`config.mk`:
```
export PLATFORM = sky130hd
export DESIGN_NAME = w_stream_gen
export DESIGN_NICKNAME = d
export VERILOG_FILES = /design/src/rtl/w_stream_pkg.sv /design/src/rtl/w_stream_shreg.sv /design/src/rtl/w_stream_gen.sv
export SDC_FILE = /design/constraint.sdc
export NUM_CORES = 1
export LEC_CHECK = 0
export CORE_ASPECT_RATIO = 0.6
export CORE_MARGIN = 4
export CORE_UTILIZATION = 60
export DETAILED_ROUTE_END_ITERATION = 10
export GPL_TIMING_DRIVEN = 0
export PLACE_DENSITY = 0.81
export SETUP_SLACK_MARGIN = 0.15
export SYNTH_ARGS = -nofsm -noshare
export SYNTH_HDL_FRONTEND = slang
export SYNTH_HIERARCHICAL = 1
export SYNTH_SLANG_ARGS = --single-unit
```
`constraint.sdc`:
```
create_clock -name Clock -period 6 [get_ports Clock]
set_clock_uncertainty 0.2 [all_clocks]
set_input_delay 1.2 -clock Clock [delete_from_list [all_inputs] [get_ports Clock]]
set_output_delay 1.2 -clock Clock [all_outputs]
set_load 0.01 [all_outputs]
```
`src/rtl/w_stream_pkg.sv`:
```
// w_stream_gen shared types and default constants.
// Gap feature: W_STREAM_GEN_GAP_EN.
package w_stream_pkg;

  typedef enum logic [1:0] {
    IDLE,
    SHIFT,
    GAP,
    DONE
  } state_t;

  localparam int DEF_WIDTH = 16;
  localparam int DEF_CNT_W = 4;
  localparam int DEF_GAP   = 2;

endpackage

```
`src/rtl/w_stream_shreg.sv`:
```
// Loadable left-shift window with bit counter for w_stream_gen.
// Pattern is left-aligned on load so the MSB is always the next bit.
module w_stream_shreg
  import w_stream_pkg::*;
#(
  parameter int WIDTH = DEF_WIDTH,
  parameter int LEN_W = $clog2(WIDTH) + 1
) (
  input  logic             clk,
  input  logic             rst_n,
  input  logic             i_load,
  input  logic             i_shift,
  input  logic [WIDTH-1:0] i_pat,
  input  logic [LEN_W-1:0] i_len,
  output logic             o_msb,
  output logic             o_last
);

  logic [WIDTH-1:0] r_win;
  logic [LEN_W-1:0] r_cnt;
  logic [LEN_W-1:0] w_sh;

  assign w_sh = LEN_W'(WIDTH) - i_len;

  always_ff @(posedge clk or negedge rst_n) begin
    if (!rst_n) begin
      r_win <= '0;
      r_cnt <= '0;
    end else if (i_load) begin
      r_win <= i_pat << w_sh;
      r_cnt <= i_len;
    end else if (i_shift) begin
      r_win <= {r_win[WIDTH-2:0], 1'b0};
      r_cnt <= r_cnt - 1'b1;
    end
  end

  assign o_msb = r_win[WIDTH-1];
  // counter reaches zero with the current shift
  assign o_last = (r_cnt == LEN_W'(1));

endmodule

```
`src/rtl/w_stream_gen.sv`:
```
// Serial w bit-stream generator: pattern x passes, MSB first.
// Define W_STREAM_GEN_GAP_EN for idle gaps between passes.
module w_stream_gen
  import w_stream_pkg::*;
#(
  parameter int WIDTH      = DEF_WIDTH,
  parameter int LEN_W      = $clog2(WIDTH) + 1,
  parameter int CNT_W      = DEF_CNT_W,
  parameter int GAP_CYCLES = DEF_GAP
) (
  input  logic             Clock,
  input  logic             Resetn,
  input  logic             start,
  input  logic [WIDTH-1:0] pattern,
  input  logic [LEN_W-1:0] len,
  input  logic [CNT_W-1:0] reps,
  output logic             w,
  output logic             w_valid,
  output logic             busy,
  output logic             done
);

  state_t           r_state;
  logic [WIDTH-1:0] r_pat;
  logic [LEN_W-1:0] r_len;
  logic [CNT_W-1:0] r_pass;
  logic             r_w;
  logic             r_valid;
  logic             r_busy;
  logic             r_done;
`ifdef W_STREAM_GEN_GAP_EN
  logic [3:0]       r_gap;
`endif

  logic [LEN_W-1:0] w_len_c;
  logic             w_idle;
  logic             w_shift;
  logic             w_reload;
  logic             w_load;
  logic [WIDTH-1:0] w_ld_pat;
  logic [LEN_W-1:0] w_ld_len;
  logic             w_msb;
  logic             w_last;

  assign w_len_c = (len > LEN_W'(WIDTH))
                 ? LEN_W'(WIDTH) : len;

  assign w_idle   = (r_state == IDLE);
  assign w_shift  = (r_state == SHIFT);
  assign w_reload = w_shift && w_last
                 && (r_pass != '0);
  assign w_load   = (w_idle && start) || w_reload;
  assign w_ld_pat = w_idle ? pattern : r_pat;
  assign w_ld_len = w_idle ? w_len_c : r_len;

  w_stream_shreg #(
    .WIDTH (WIDTH),
    .LEN_W (LEN_W)
  ) u_shreg (
    .clk     (Clock),
    .rst_n   (Resetn),
    .i_load  (w_load),
    .i_shift (w_shift),
    .i_pat   (w_ld_pat),
    .i_len   (w_ld_len),
    .o_msb   (w_msb),
    .o_last  (w_last)
  );

  always_ff @(posedge Clock or negedge Resetn) begin
    if (!Resetn) begin
      r_state <= IDLE;
      r_pat   <= '0;
      r_len   <= '0;
      r_pass  <= '0;
      r_w     <= 1'b0;
      r_valid <= 1'b0;
      r_busy  <= 1'b0;
      r_done  <= 1'b0;
`ifdef W_STREAM_GEN_GAP_EN
      r_gap   <= '0;
`endif
    end else begin
      unique case (r_state)
        IDLE: begin
          r_w     <= 1'b0;
          r_valid <= 1'b0;
          r_busy  <= 1'b0;
          r_done  <= 1'b0;
          if (start) begin
            r_pat   <= pattern;
            r_len   <= w_len_c;
            r_pass  <= reps;
            r_state <= (w_len_c == '0)
                     ? DONE : SHIFT;
          end
        end
        SHIFT: begin
          r_w     <= w_msb;
          r_valid <= 1'b1;
          r_busy  <= 1'b1;
          if (w_last) begin
            if (r_pass != '0) begin
              r_pass <= r_pass - 1'b1;
`ifdef W_STREAM_GEN_GAP_EN
              r_gap   <= 4'(GAP_CYCLES);
              r_state <= GAP;
`endif
            end else begin
              r_state <= DONE;
            end
          end
        end
`ifdef W_STREAM_GEN_GAP_EN
        GAP: begin
          r_w     <= 1'b0;
          r_valid <= 1'b0;
          r_gap   <= r_gap - 1'b1;
          if (r_gap == 4'd1) r_state <= SHIFT;
        end
`endif
        DONE: begin
          // first edge raises done, second returns to IDLE
          r_w     <= 1'b0;
          r_valid <= 1'b0;
          r_busy  <= 1'b0;
          r_done  <= !r_done;
          if (r_done) r_state <= IDLE;
        end
        default: r_state <= IDLE;
      endcase
    end
  end

  assign w       = r_w;
  assign w_valid = r_valid;
  assign busy    = r_busy;
  assign done    = r_done;

endmodule

```
==> run metrics, run 1 <==
Top Ports=32; XOR/XNOR share of the synthesized area=1.96%; CTS Sinks=51; DRT iter0 DRCs=268; f_max=230 MHz; HP Class=flop to flop; vias in the first global route=2,583; WHS Path Cells=2; row count=21; Synth Register Bits=51; Tightest Pin Transition=just over 0.5 ns; setup tns final=0 ns; Worst Reg-to-Reg Cells=15; critical path endpoint category=flop; syn_area_per_cell=slightly above 10 um2; crit path kind=primary input to flop; Final Max Slew Viols=0; post-route ant nets=0; CP arrival=4.35 ns; relative slew slack=roughly two thirds; Post-route DRC=0; clk root buf=clkbuf_8; # diodes=0; Final Cycle Share=72.4%; DIE WIDTH=107 um; cells after synthesis=approximately 340; crit path max fanout=10; IO Port Bufs=31; DR pass1 iterations=5; EDFF count, synth=0; dpl hpwl=between 6 and 7 mm; die area=7160 um2; outcome=finished, final reports clean; Most common cell on crit path=buf_2; initial antenna violation count=0; Slowest cell on crit path=clkdlybuf4s50_1; fin cells=about 460; most common library cell in the layout ignoring fill and taps=dfrtp_1; Clk pin slew, worst setup/hold paths=0.10 ns; Post-CTS Setup Bufs=0; mux cell area share after synthesis=23.6%; ys async rst share=100%; Hold-fix buffers, CTS=0; Worst path depth=13; largest net degree at the start of global routing=40; post-synthesis sequential area ratio=36.4%; synth unique cells=slightly below 60; DR vias=2,774; GRT overflow=0; worst path buffer plus inverter count=6; minimum clock period=4.34 ns; delay of the slowest critical-path stage=0.49 ns; P&R area growth vs syn=14.8%; max_cap viols=0; first-pass GRT wire length=~13 mm; post_cts resized=0; Synth Flop Type=dfrtp_1; warnings from Yosys=6; share of cells above drive strength 1=20.4%; Final nets=418; layout filler cell count=433; Adder-Cell Fraction of Synth Area=under 10%; hold violation count in the final report=0; Total GRT Usage=23.1%; Crit path required time=6.00 ns; Final Wtd Congestion=0.944; largest family of logic cells by synthesized area=multiplexers; post-synthesis compound-gate area fraction=15.1%; dpl cells=about 460; CTS max path bufs=2; Critical Path Start Type=primary input; initial core utilization=~62%; Clock H-tree levels=2; Clk Latency, worst-skew pair=0.30 ns; syn nets=379; leakage=approximately 1.7 nW; Crit path max-delay family=buffers and inverters; Die Ht=67.2 um; CTS tree=done; total CTS buffers=5; pwr/cell area=645 nW/um2; wire length per cell=~17 um; maximum vdd drop=approximately 0.28 mV; Cell Area, Synth=3500 um2; Core ar.=5620 um2; Finish-stage setup viols=0; simple-gate share of the synthesized area=roughly 14%; Detailed Route WL=7.97 mm; DR vias/cell=6.00; CP Cell Sequence=clkdlybuf4s50_1 -> nand2b_1 -> mux2i_1 -> buf_6 -> buf_2 -> inv_1 -> ha_1 -> clkbuf_1 -> buf_2 -> o21ai_0 -> o32ai_2 -> nor2_1 -> o22a_1; RSZ-0062 raised after global routing=false; most frequent cells in the layout=51 x dfrtp_1, 40 x mux2_2, 30 x clkdlybuf4s50_1
-- layer usage --
layer  up-vias  GRT usage (%)  wire length, um
li1       1314              -                -
met1      1364           35.7             4000
met2        90           34.7             3350
met3         6           4.01              588
met4         0           3.67               42
met5         -              0                0
-- tightest hold or removal path, cell delays in order (launching register included) --
cell and delay (ns):
dfrtp_1 0.35, nand2_1 0.05, o21ai_0 0.06
-- Yosys cell counts, drive strengths merged (2+ instances only) --
cell / count / share of area [%]
a21oi: 21 / 3.0
a21o: 3 / 0.64
xor2: 3 / 0.75
and2b: 2 / 0.43
o21ai: 13 / 1.9
nor3b: 2 / 0.57
nand2b: 9 / 1.8
o21a: 2 / 0.43
o41ai: 2 / 0.50
nand2: 26 / 2.8
dfrtp: 51 / 36
clkbuf: 9 / 1.0
nor3: 6 / 1.2
mux4: 5 / 3.2
nor2: 12 / 1.3
a2111oi: 2 / 1.0
mux2: 40 / 13
nand3b: 2 / 0.43
a2bb2oi: 3 / 0.75
o32a: 4 / 1.1
mux2i: 26 / 7.5
buf: 15 / 2.9
inv: 23 / 2.5
nand3: 2 / 0.29
nor4b: 2 / 0.50
o22ai: 7 / 1.3
or3: 2 / 0.36
xnor2: 4 / 1.2
a31oi: 3 / 0.54
o22a: 8 / 2.0
nor2b: 10 / 1.8
ha: 8 / 2.9
nor4: 3 / 0.71
-- path summary, 6_finish.rpt --
kind | start | to | slack, ns
max | len[4] | u_shreg/r_win[14]$_DFFE_PN0P_ | 1.66
min | w$_DFFE_PN0P_ | w$_DFFE_PN0P_ | 0.29
max reg2reg | r_state[0]$_DFFE_PN0P_ | u_shreg/r_win[14]$_DFFE_PN0P_ | 2.01
min reg2reg | w$_DFFE_PN0P_ | w$_DFFE_PN0P_ | 0.29
max in group asynchronous | Resetn | r_pat[15]$_DFFE_PN0P_ | 4.52
min in group asynchronous | Resetn | u_shreg/r_win[7]$_DFFE_PN0P_ | 0.57
-- registers in the layout, summed over array words and instances (netlist names) --
| signal | flops |
|---|---|
| r_len | 5 |
| u_shreg/r_win | 16 |
| r_state | 2 |
| r_pass | 4 |
| done | 1 |
| u_shreg/r_cnt | 5 |
| r_pat | 16 |
| busy | 1 |
| w | 1 |
-- kinds of logic (layout without fill, tap and decap cells) --
group / Yosys count / in the layout
DFF: 51 / 51
AOI/OAI and AO/OA: 75 / 75
and+or+nand+nor: 84 / 84
muxes: 71 / 71
xor gates and xnor gates: 7 / 7
buffers and inverters: 47 / 86
adders and majority gates: 8 / 8
-- final cells by class --
cell class                      instances  area (um2)  share of cell area, %
Multi-Input combinational cell        245        2000                   49.8
Sequential cell                        51        1280                   31.8
Buffer                                 24         138                   3.42
Inverter                               23        86.3                   2.15
Tap cell                               80         100                   2.49
Clock buffer                            6        82.6                   2.05
Clock inverter                          1        8.76                  0.218
Timing Repair Buffer                   32         325                   8.09
-- stage by stage --
| step | total power [W] | instance area (um2) | utilization (%) | hold WS [ns] | setup WS, ns |
|---|---|---|---|---|---|
| after floorplan | 0.00196 | 3500 | - | 0.243 | 2.33 |
| final | 0.00259 | 4020 | 71.5 | 0.288 | 1.66 |
| after detailed placement | 0.00236 | 3930 | 69.8 | 0.269 | 1.36 |
| after CTS | 0.00257 | 4020 | 71.5 | 0.291 | 1.68 |
| after global placement | 0.00231 | 3910 | 69.6 | 0.264 | 1.36 |
| after global routing | 0.00279 | 4020 | 71.5 | 0.312 | 1.43 |
-- report_power, final --
part / total (W) / internal (W) / leakage (nW) / switching [W]
registers: 0.000620 / 0.000516 / 0.616 / 0.000105
clock network: 0.000210 / 0.0000931 / 0.0477 / 0.000117
logic: 0.00176 / 0.000823 / 1.00 / 0.000938
total: 0.00259 / 0.00143 / 1.67 / 0.00116
Power figures use the tool's default switching activity.
==> inputs of run 2 (changes only) <==
- CORE_UTILIZATION: 60 -> 58
- PLACE_DENSITY: 0.81 -> 0.78
- clock period: 6 -> 4 ns (I/O delays scaled with it)
==> run 2 against run 1 <==
Compared with the run above:
- worst setup slack got worse by 1.2 ns
- core utilization fell by 0.40 points
- non-clock buffer count rose by 1
- critical endpoint unchanged
- wire length rose by 3.5%
==> run metrics, run 2 (synthesis results as in run 1) <==
CTS tree=done; IO Port Bufs=31; total power=0.00398 W; row count=21; vias in the first global route=2,622; f_max=280 MHz; Post-route DRC=0; CTS max path bufs=2; Detailed Route WL=approximately 8.3 mm; clk root buf=clkbuf_8; minimum clock period=3.57 ns; largest net degree at the start of global routing=37; outcome=finished, final reports clean; Final Cycle Share=89.2%; Final Wtd Congestion=around 0.9; Final nets=419; Clk pin slew, worst setup/hold paths=0.09 ns; # diodes=0; crit path max fanout=10; Crit path max-delay family=buffers and inverters; total CTS buffers=5; layout filler cell count=446; relative slew slack=52.9%; initial core utilization=61.4%; wire length per cell=about 18 um; RSZ-0062 raised after global routing=false; initial antenna violation count=0; dpl hpwl=about 6.2 mm; FF-to-FF Start=r_state[0]$_DFFE_PN0P_; Core ar.=5700 um2; Reg2Reg Capture Point=u_shreg/r_win[14]$_DFFE_PN0P_; maximum vdd drop=0.426 mV; post-route ant nets=0; Total GRT Usage=24.2%; Final Max Slew Viols=0; critical path endpoint category=flop; reg-to-reg slack, setup=0.43 ns; Hold-fix buffers, CTS=0; Setup WS pre-CTS=-0.360 ns; Worst Reg-to-Reg Cells=13; P&R area growth vs syn=15.7%; Critical Path Start Type=flop; biggest regs=r_pat (16), u_shreg/r_win (16); final design utilization=71.1%; Top Ports=32; Finish-stage setup viols=0; max_cap viols=0; setup tns final=0 ns; die area=7390 um2; Slowest cell on crit path=mux2i_1; Clock H-tree levels=2; DR pass1 iterations=5; CTS Sinks=51; DR vias/cell=5.94; HP Class=primary input to asynchronous set/reset pin; worst path buffer plus inverter count=6; crit path kind=flop to flop; DR vias=2,745; worst hold slack=~0.2 ns; worst setup margin=0.432 ns; Crit path required time=3.99 ns; Clk Latency, worst-skew pair=approximately 0.30 ns; leakage=1.67 nW; DIE WIDTH=roughly 110 um; most common library cell in the layout ignoring fill and taps=dfrtp_1; share of cells above drive strength 1=a little over a fifth; delay of the slowest critical-path stage=~0.46 ns; CP arrival=3.56 ns; DRT iter0 DRCs=about 240; most frequent cells in the layout=51 x dfrtp_1, 40 x mux2_2, 30 x clkdlybuf4s50_1; hold violation count in the final report=0; Die Ht=a little under 70 um; pwr/cell area=a little under 1000 nW/um2; first-pass GRT wire length=about 14 mm; CP Cell Sequence=inv_1 -> ha_1 -> buf_2 -> buf_4 -> mux2i_1 -> inv_1 -> ha_2 -> clkbuf_4 -> clkbuf_4 -> o21ai_0 -> o32ai_2 -> nor2_1 -> o22a_1; Tightest Pin Transition=0.702 ns; GRT overflow=0
[run 2: cell type report]
cell class / instances / area [um2] / share of cell area (%)
Sequential cell: 51 / 1280 / 31.5
Tap cell: 80 / 100 / 2.47
Multi-Input combinational cell: 245 / 2030 / 50.1
Timing Repair Buffer: 34 / 340 / 8.40
Clock buffer: 5 / 68.8 / 1.70
Clock inverter: 1 / 7.51 / 0.185
Inverter: 23 / 86.3 / 2.13
Buffer: 23 / 141 / 3.49
[run 2: repair_timing]
| item | 4_1_cts | 5_1_grt |
|---|---|---|
| setup endpoints to repair | 15 | 15 |
| gates resized for setup | 6 | 3 |
| buffers inserted | 0 | 2 |
[run 2: power by group]
| part | leakage [nW] | total [W] | internal (W) | switching, W |
|---|---|---|---|---|
| combinational | 1.02 | 0.00278 | 0.00129 | 0.00149 |
| sequential | 0.616 | 0.000925 | 0.000773 | 0.000151 |
| clock | 0.0361 | 0.000282 | 0.000117 | 0.000166 |
[run 2: how the worst max path moves through the flow]
stage,from,endpoint,cells past startpoint
after global routing,r_state[0]$_DFFE_PN0P_,u_shreg/r_win[14]$_DFFE_PN0P_,13
after detailed placement,len[4],u_shreg/r_win[14]$_DFFE_PN0P_,13
after global placement,len[4],u_shreg/r_win[14]$_DFFE_PN0P_,13
after CTS,len[4],u_shreg/r_win[14]$_DFFE_PN0P_,13
final,r_state[0]$_DFFE_PN0P_,u_shreg/r_win[14]$_DFFE_PN0P_,13
after floorplan,r_state[0]$_DFFE_PN0P_,u_shreg/r_win[14]$_DFFE_PN0P_,15
[run 2: per-layer routing]
metal / track usage [%] / part of all wire (%) / vias to the layer above
met3: 4.90 / 8.6 / 11
met2: 35.0 / 41 / 112
li1: - / - / 1313
met1: 36.9 / 49 / 1309
met5: 0 / 0 / -
met4: 6.46 / 1.2 / 0
[run 2: per-stage QoR]
step | cells | instance area, um2
floorplan | 343 | 3500
global placement | 454 | 3910
detailed placement | 455 | 3930
CTS | 461 | 4040
global route | 462 | 4050
finish | 462 | 4050
==> inputs of run 3 (changes only) <==
- RECOVER_POWER: not set -> 100
- clock period: 4 -> 3.3 ns (I/O delays scaled with it)
==> run 3 against run 2 <==
Compared with the run above:
- non-clock buffer count grew 17
- via count grew 6.0%
- sequential power grew 20%
- critical endpoint is now u_shreg/r_win[2]$_DFFE_PN0P_
- first-iteration DRC count grew 39%
- sequential cell count is the same
- final area grew 6.1%
- critical path depth grew 2
- highest routed layer unchanged
- die area is the same
- sequential share of layout area shrank 1.8 points
==> run metrics, run 3 (synthesis results as in run 1) <==
DR pass1 iterations=5; leakage=1.81 nW; GRT overflow=0; Clk Latency, worst-skew pair=0.30 ns; hold violation count in the final report=0; Final Cycle Share=92.4%; first-pass GRT wire length=14.1 mm; Detailed Route WL=8.55 mm; outcome=finished, final reports clean; die area=between 7000 and 8000 um2; post-route ant nets=0; initial core utilization=between 60% and 70%; f_max=328 MHz; Tightest Pin Transition=1.29 ns; total CTS buffers=5; setup tns final=0 ns; Final Wtd Congestion=0.953; Final nets=436; reg-to-reg slack, setup=roughly 0.25 ns; most common library cell in the layout ignoring fill and taps=dfrtp_1; Top Ports=32; row count=21; Slowest cell on crit path=dfrtp_1; P&R area growth vs syn=22.7%; Final Max Slew Viols=0; Setup WS pre-CTS=-0.584 ns; most frequent cells in the layout=51 x dfrtp_1, 40 x mux2_2, 25 x clkdlybuf4s50_1; CP arrival=3.09 ns; CTS Sinks=51; Crit path max-delay family=buffers and inverters; CP Cell Sequence=inv_2 -> ha_1 -> buf_6 -> buf_12 -> mux2i_4 -> buf_6 -> buf_12 -> inv_4 -> ha_4 -> nor3b_4 -> mux2i_4 -> nand2b_2 -> buf_8 -> o31a_1 -> a21oi_1; clk root buf=clkbuf_8; RSZ-0062 raised after global routing=false; Post-route DRC=0; share of cells above drive strength 1=26.8%; Critical Path Start Type=flop; relative slew slack=between 10% and 20%; crit path max fanout=10; Core ar.=5700 um2; crit path kind=flop to flop; max_cap viols=0; Clock H-tree levels=2; Clk pin slew, worst setup/hold paths=0.10 ns; vias in the first global route=2,688; HP Class=flop to flop; DR vias/cell=about 6.1; maximum vdd drop=0.588 mV; Finish-stage setup viols=0; Die Ht=around 68 um; initial antenna violation count=0; pwr/cell area=roughly 1200 nW/um2; worst setup margin=~0.25 ns; DIE WIDTH=108 um; Total GRT Usage=around a quarter; IO Port Bufs=31; DRT iter0 DRCs=approximately 340; largest net degree at the start of global routing=30; # diodes=0; wire length per cell=roughly 18 um; DR vias=between 2,000 and 3,000; critical path endpoint category=flop; biggest regs=r_pat (16), u_shreg/r_win (16); Crit path required time=about 3.3 ns; CTS max path bufs=2; delay of the slowest critical-path stage=0.38 ns; worst path buffer plus inverter count=7; dpl hpwl=approximately 6.1 mm; CTS tree=done; minimum clock period=3.05 ns
[run 3: changes by cell type in the layout (fill, tap and decap cells not counted), sizes merged, moves of 4 or more]
cell / change
buf: +10
clkbuf: +7
dlygate4sd3: +4
clkdlybuf4s50: -5
[run 3: worst paths after layout]
path / start / endpoint / depth (start not counted)
worst max-delay path: r_state[0]$_DFFE_PN0P_ / u_shreg/r_win[2]$_DFFE_PN0P_ / 15
worst min-delay path: w$_DFFE_PN0P_ / w$_DFFE_PN0P_ / 2
worst max register to register: r_state[0]$_DFFE_PN0P_ / u_shreg/r_win[2]$_DFFE_PN0P_ / 15
worst min register to register: w$_DFFE_PN0P_ / w$_DFFE_PN0P_ / 2
max in group asynchronous: Resetn / u_shreg/r_win[0]$_DFFE_PN0P_ / 2
min in group asynchronous: Resetn / r_pass[1]$_DFFE_PN0P_ / 1
[run 3: timing repair]
| action | CTS | global route |
|---|---|---|
| hold buffers | 0 | 0 |
| buffers inserted | 7 | 11 |
| resized for setup | 21 | 26 |
| setup endpoints to repair | 16 | 16 |
| hold endpoints to repair | 0 | 0 |
| pin swaps | 3 | 6 |
[run 3: per-stage QoR]
step,total power [W],hold WS [ns],instances,util [%],area [um2]
final,0.00520,0.283,480,75.4,4300
after global routing,0.00555,0.305,480,75.4,4300
after CTS,0.00497,0.143,469,73.4,4180
after detailed placement,0.00431,0.270,455,69.1,3940
after global placement,0.00423,0.265,454,68.8,3930
after floorplan,0.00358,0.164,343,-,3510
[run 3: area by class of cell]
class	count	area, um2
inverters	23	88.8
multi-input cells	245	2080
clock inverters	1	8.76
flip-flops and latches	51	1280
clock buffers	6	82.6
repair buffers	50	454
well taps	80	100
fillers	393	1400
plain buffers	24	203
[run 3: worst min-delay path: cells and delay by family, from the launching register on]
family / cells / cell delay, ns
compound gates: 1 / 0.06
simple gates: 1 / 0.04
flops: 1 / 0.35
[run 3: per-layer routing]
metal | up-vias | GRT usage [%] | wire (um)
li1 | 1353 | - | -
met1 | 1424 | 37.7 | 4020
met4 | 0 | 3.62 | 47
met3 | 8 | 4.62 | 728
met2 | 124 | 36.9 | 3750
met5 | - | 0 | 0
[run 3: power breakdown]
| part | internal, W | leakage [nW] | switching, W |
|---|---|---|---|
| clock | 0.000169 | 0.0477 | 0.000215 |
| sequential | 0.000937 | 0.616 | 0.000176 |
| combinational | 0.00180 | 1.14 | 0.00191 |
| total | 0.00290 | 1.81 | 0.00230 |
